`config.mk`:
```
export PLATFORM = sky130hd
export DESIGN_NAME = mc_control
export DESIGN_NICKNAME = d
export VERILOG_FILES = /design/src/rtl/mips_pkg.sv /design/src/rtl/mc_alu_decode.sv /design/src/rtl/mc_control.sv
export SDC_FILE = /design/constraint.sdc
export NUM_CORES = 1
export LEC_CHECK = 0
export ABC_AREA = 1
export CAP_MARGIN = 10
export CORE_MARGIN = 2
export CORE_UTILIZATION = 42
export CTS_CLUSTER_SIZE = 25
export DETAILED_ROUTE_END_ITERATION = 6
export GPL_ROUTABILITY_DRIVEN = 0
export PLACE_DENSITY = 0.74
export SLEW_MARGIN = 40
export SYNTH_ARGS = -nofsm -noshare
export SYNTH_HDL_FRONTEND = slang
export SYNTH_SLANG_ARGS = --single-unit
```
`constraint.sdc`:
```
create_clock -name clk -period 2.17 [get_ports clk]
set_input_delay 0.217 -clock clk [delete_from_list [all_inputs] [get_ports clk]]
set_output_delay 0.217 -clock clk [all_outputs]
set_load 0.05 [all_outputs]
```
`src/rtl/mips_pkg.sv`:
```
// mips_pkg: shared opcode/funct codes, multicycle state enum and datapath select encodings
package mips_pkg;
  localparam logic [5:0] OP_RTYPE = 6'h00;
  localparam logic [5:0] OP_J     = 6'h02;
  localparam logic [5:0] OP_BEQ   = 6'h04;
  localparam logic [5:0] OP_BNE   = 6'h05;
  localparam logic [5:0] OP_ADDI  = 6'h08;
  localparam logic [5:0] OP_ORI   = 6'h0D;
  localparam logic [5:0] OP_LW    = 6'h23;
  localparam logic [5:0] OP_SW    = 6'h2B;
  localparam logic [5:0] FN_ADD = 6'h20;
  localparam logic [5:0] FN_SUB = 6'h22;
  localparam logic [5:0] FN_AND = 6'h24;
  localparam logic [5:0] FN_OR  = 6'h25;
  localparam logic [5:0] FN_SLT = 6'h2A;
  typedef enum logic [3:0] {
    S_FETCH, S_DECODE, S_EXEC_R, S_EXEC_I, S_WB_ALU, S_WB_IMM, S_MEM_ADDR,
    S_MEM_RD, S_WB_LD, S_MEM_WR, S_BRANCH, S_JUMP, S_HALT
  } state_t;
  localparam logic [1:0] PC_SEQ = 2'b00;
  localparam logic [1:0] PC_BR  = 2'b01;
  localparam logic [1:0] PC_JMP = 2'b10;
  localparam logic [1:0] B_RT     = 2'b00;
  localparam logic [1:0] B_FOUR   = 2'b01;
  localparam logic [1:0] B_IMM    = 2'b10;
  localparam logic [1:0] B_IMM_SH = 2'b11;
  localparam logic [2:0] ALU_ADD = 3'b000;
  localparam logic [2:0] ALU_SUB = 3'b001;
  localparam logic [2:0] ALU_AND = 3'b010;
  localparam logic [2:0] ALU_OR  = 3'b011;
  localparam logic [2:0] ALU_SLT = 3'b100;
  localparam logic [2:0] ALU_ORZ = 3'b101;
endpackage

```
`src/rtl/mc_alu_decode.sv`:
```
// mc_alu_decode: combinational opcode/funct to ALU operation decode
module mc_alu_decode
  import mips_pkg::*;
(
  input  logic [5:0] opcode,
  input  logic [5:0] funct,
  output logic [2:0] alu_op
);
  logic [2:0] r_op;
  always_comb begin
    r_op = funct == FN_SUB ? ALU_SUB :
           funct == FN_AND ? ALU_AND :
           funct == FN_OR  ? ALU_OR  :
           funct == FN_SLT ? ALU_SLT : ALU_ADD;
    alu_op = opcode == OP_RTYPE ? r_op :
             opcode == OP_ORI   ? ALU_ORZ :
             (opcode == OP_BEQ || opcode == OP_BNE) ? ALU_SUB : ALU_ADD;
  end
endmodule

```
`src/rtl/mc_control.sv`:
```
// mc_control: multicycle MIPS control FSM with memory handshake and retired-instruction counter
module mc_control
  import mips_pkg::*;
#(
  parameter int ILLEGAL_TRAP = 1,
  parameter int CNT_W = 32
) (
  input  logic             clk,
  input  logic             rst,
  input  logic [5:0]       opcode,
  input  logic [5:0]       funct,
  input  logic             zero,
  input  logic             mem_ready,
  output logic             mem_req,
  output logic             mem_we,
  output logic             iord,
  output logic             ir_write,
  output logic             pc_en,
  output logic [1:0]       pc_src,
  output logic             alu_src_a,
  output logic [1:0]       alu_src_b,
  output logic [2:0]       alu_op,
  output logic             reg_write,
  output logic             reg_dst,
  output logic             mem_to_reg,
  output logic             retire,
  output logic [CNT_W-1:0] retired_cnt,
  output logic             halted,
  output logic [3:0]       state
);
  state_t state_q, state_d;
  logic [CNT_W-1:0] cnt_q, cnt_d;
  logic [2:0] dec_op;
  logic legal;
  mc_alu_decode u_dec (.opcode(opcode), .funct(funct), .alu_op(dec_op));
  always_ff @(posedge clk or posedge rst)
    if (rst) begin
      state_q <= S_FETCH;
      cnt_q <= '0;
    end else begin
      state_q <= state_d;
      cnt_q <= cnt_d;
    end
  // strobes are masked while rst is high so a pending memory request drops immediately
  always_comb begin
    state_d = S_FETCH;
    mem_req = 1'b0;
    mem_we = 1'b0;
    iord = 1'b0;
    ir_write = 1'b0;
    pc_en = 1'b0;
    pc_src = PC_SEQ;
    alu_src_a = 1'b0;
    alu_src_b = B_RT;
    alu_op = ALU_ADD;
    reg_write = 1'b0;
    reg_dst = 1'b0;
    mem_to_reg = 1'b0;
    retire = 1'b0;
    halted = 1'b0;
    legal = opcode inside {OP_RTYPE, OP_LW, OP_SW, OP_BEQ, OP_BNE, OP_ADDI, OP_ORI, OP_J};
    if (!rst)
      case (state_q)
        S_FETCH: begin
          mem_req = 1'b1;
          alu_src_b = B_FOUR;
          ir_write = mem_ready;
          pc_en = mem_ready;
          state_d = mem_ready ? S_DECODE : S_FETCH;
        end
        S_DECODE: begin
          alu_src_b = B_IMM_SH;
          retire = !legal && ILLEGAL_TRAP == 0;
          state_d = opcode == OP_RTYPE ? S_EXEC_R :
                    (opcode == OP_LW || opcode == OP_SW) ? S_MEM_ADDR :
                    (opcode == OP_BEQ || opcode == OP_BNE) ? S_BRANCH :
                    (opcode == OP_ADDI || opcode == OP_ORI) ? S_EXEC_I :
                    opcode == OP_J ? S_JUMP :
                    ILLEGAL_TRAP != 0 ? S_HALT : S_FETCH;
        end
        S_EXEC_R: begin
          alu_src_a = 1'b1;
          alu_op = dec_op;
          state_d = S_WB_ALU;
        end
        S_EXEC_I: begin
          alu_src_a = 1'b1;
          alu_src_b = B_IMM;
          alu_op = dec_op;
          state_d = S_WB_IMM;
        end
        S_WB_ALU: begin
          reg_write = 1'b1;
          reg_dst = 1'b1;
          retire = 1'b1;
        end
        S_WB_IMM: begin
          reg_write = 1'b1;
          retire = 1'b1;
        end
        S_MEM_ADDR: begin
          alu_src_a = 1'b1;
          alu_src_b = B_IMM;
          state_d = opcode == OP_LW ? S_MEM_RD : S_MEM_WR;
        end
        S_MEM_RD: begin
          mem_req = 1'b1;
          iord = 1'b1;
          state_d = mem_ready ? S_WB_LD : S_MEM_RD;
        end
        S_WB_LD: begin
          reg_write = 1'b1;
          mem_to_reg = 1'b1;
          retire = 1'b1;
        end
        S_MEM_WR: begin
          mem_req = 1'b1;
          mem_we = 1'b1;
          iord = 1'b1;
          retire = mem_ready;
          state_d = mem_ready ? S_FETCH : S_MEM_WR;
        end
        S_BRANCH: begin
          alu_src_a = 1'b1;
          alu_op = dec_op;
          pc_src = PC_BR;
          pc_en = opcode == OP_BNE ? !zero : zero;
          retire = 1'b1;
        end
        S_JUMP: begin
          pc_en = 1'b1;
          pc_src = PC_JMP;
          retire = 1'b1;
        end
        S_HALT: begin
          halted = 1'b1;
          state_d = S_HALT;
        end
        default: state_d = S_FETCH;
      endcase
    cnt_d = cnt_q + CNT_W'(retire);
  end
  assign retired_cnt = cnt_q;
  assign state = state_q;
endmodule

```
==> impl_metrics.yaml <==
run_status:
  status: "finished clean"
placement:
  io_buffers: 69
  pre_cts_slack_ps: -92.60
  placed_cells: 472
  dp_hpwl_microns: 4906
synthesis:
  syn_area_sq_um: 2260
  async_flop_share_pct: 100.0
  synth_edf_count: 0
  syn_inst: 314
  yosysMostFrequentCell: "nand2_1"
  synth_area_leader_cell: "dfrtp_1"
  yosys.area.top_type_share_pct: 39.87
  avgSynthCellArea_sq_um: 7.196
  ys_types: 28
  ys_seq_area_share_pct: 39.87
  yosys_register_bits: 36
  synthFlopType: "dfrtp_1"
  syn-num-nets: 332
  synth_common_cells: "nand2_1 (71), nor2_1 (66), dfrtp_1 (36)"
  synthTopCellsByArea: "dfrtp_1 (40%), nand2_1 (12%), nor2_1 (11%)"
  yosysWarnings: 0
die:
  die_h_microns: 77.35
  coreArea_sq_um: 5140
  die_w_microns: 77.35
  start_util_pct: 43.96
  rows: 26
  die_area_sq_um: 5983
  ios: 70
routing:
  wire_per_inst_microns: 13.09
  vias: 2379
  vias_per_cell: 4.855
  postRouteAntennaNets: 0
  wirelength_microns: 6414
  drc: 0
  first_iter_violations: 191
  dr.pass1.iters: 4
timing:
  setup_ws_ps: 35.29
  holdWs_ps: 498.4
  period_share_pct: 98.37
  setup_viol: 0
  maxSlewViolCount: 0
  max_freq_ghz: 0.4684
  worstMarginPinSlew_ps: 521.1
  rsz0062_at_grt: "true"
  relSlewSlack_pct: 65.15
  hold_viol: 0
  clock_skew_ps: 9.867
  finalSetupTns_ps: 0
  fin_crit_ps: 2135
clock_network:
  clk-insertion-delay-late_ps: 280
  clk_path_buf_depth: 2
  h-tree-depth: 2
  ctsHoldBuffers: 0
  clk_pin_slew_ps: 70
  cts_inserted_buffers: 5
  clock-root-buffer: "clkbuf_8"
  cts_tree: "yes"
  cts.sinks: 36
setup_path:
  criticalPathCategory: "flop to flop"
  crit_buf_inv: 5
  cp_slowest_cell: "dfrtp_2"
  critPathCaptureType: "flop"
  critPathMaxStageDelay_ps: 450
  worst_setup_path_start_kind: "flop"
  cp.required_ps: 2330
  critPathArrivalTime_ps: 2300
  crit_fanout: 5
  critical_path.top_delay_family: "simple AND/OR/NAND/NOR gates"
  path_cells: "inv_1 -> nand2_2 -> nor2_4 -> inv_2 -> a41oi_4 -> ha_4 -> inv_2 -> nor2_4 -> nand2_4 -> nor2_4 -> nand2_4 -> buf_4 -> buf_4 -> xnor2_1"
  crit_path_frequent_cell: "nor2_4"
pwr:
  p_total_w: 0.001902
  sequentialPowerShare_pct: 40.0
  leakage_nw: 1.700
  p_int_w: 0.001305
  comb_power_share_pct: 26.5
  switching_share_pct: 31.40
  powerDensity_nw_per_um2: 511.7
  peakVddDrop_mv: 0.4752
  clockPowerShare_pct: 33.5
  p_sw_w: 0.0005970
cells_and_area:
  area_growth_pct: 64.45
  nets: 437
  instances_no_fill: 490
  diodes: 0
  fillerInstances: 408
  drive_gt1_share_pct: 27.38
global_routing:
  track_usage_pct: 21.59
  antenna_found_initial: 0
  grt_pass1_vias: 2306
  grt_overflow_total: 0
  grt_max_degree: 37
  grt_pass1_wl_microns: 10520
job:
  drv_cap: 0
worst_hold_path:
  hp-class: "flop to flop"
placed cells by master, fill, tap and decap left out, types with 6 or more instances in the layout:
| master | count |
|---|---|
| xor2_1 | 18 |
| nor2_4 | 7 |
| inv_1 | 30 |
| clkdlybuf4s50_1 | 51 |
| nand2_2 | 8 |
| nor2_1 | 53 |
| inv_2 | 10 |
| dfrtp_1 | 32 |
| buf_12 | 15 |
| xnor2_1 | 7 |
| nor3_1 | 10 |
| nor2_2 | 11 |
| nand3_1 | 13 |
| nand2_1 | 64 |
| nand4_1 | 9 |
| buf_4 | 33 |
| a21oi_1 | 6 |
| clkbuf_8 | 7 |
final timing paths:
kind / start / endpoint / slack (ps) / cells past startpoint
worst max-delay path: state[0] / retired_cnt[15] / 40 / 14
max in group asynchronous: rst / state[2] / 1120 / 4
min in group asynchronous: rst / retired_cnt[19] / 690 / 4
worst max register to register: state[0] / retired_cnt[15] / 40 / 14
worst min-delay path: retired_cnt[31] / retired_cnt[31] / 500 / 2
worst min register to register: retired_cnt[31] / retired_cnt[31] / 500 / 2
stage by stage:
stage                     utilization (%)  cell area (sq um)
after global placement              66.50               3418
after floorplan                         -               2347
final                               72.30               3716
after CTS                           69.30               3562
after global routing                72.30               3716
after detailed placement            66.50               3418
layout make-up:
type	instances	area, sq um	area share [%]
flip-flops and latches	36	905.9	24.38
well taps	70	87.58	2.357
clock buffers	7	96.34	2.593
clock inverters	1	30.03	0.8081
repair buffers	100	1070	28.79
multi-input cells	234	1363	36.67
inverters	42	163.9	4.411
timing repair:
item | CTS | global route
pin swaps | 2 | 7
resized for setup | 3 | 25
buffers inserted | 0 | 10
setup endpoints to repair | 9 | 23
cells by family (layout without fill, tap and decap cells):
family,after synthesis,after routing,share of synthesized area [%]
adder cells (fa/ha/maj),2,2,1.107
AO/OA/AOI/OAI,19,19,4.652
XOR/XNOR,25,25,9.690
flip-flops,36,36,39.87
AND/OR/NAND/NOR,188,188,37.38
buffers and inverters,44,150,7.309
power groups by stage:
stage	registers (W)	clock network (W)	logic [W]
4_1_cts	0.000762	0.000649	0.000491
6_report	0.000760	0.000637	0.000504
3_3_place_gp	0.000767	0	0.000480
5_1_grt	0.000767	0.000682	0.000535
3_5_place_dp	0.000770	0	0.000486
2_1_floorplan	0.000896	0	0.000152
per-layer routing:
layer | part of all wire (%) | routed length [microns] | global-route usage [%]
met5 | 0 | 0 | 0
met4 | 0.67 | 43 | 4.821
met3 | 5.2 | 332 | 4.186
met2 | 51 | 3266 | 37.83
met1 | 43 | 2772 | 27.65
worst min-delay path, delay by kind of cell (launching register included):
family | cells | cell delay, ps
flip-flops | 1 | 360
AND/OR/NAND/NOR | 2 | 110
flip-flops by register name, summed over array words and instances (netlist names):
| register | count |
|---|---|
| state | 4 |
| retired_cnt | 32 |
No activity file was read; power rests on OpenSTA's default activity.
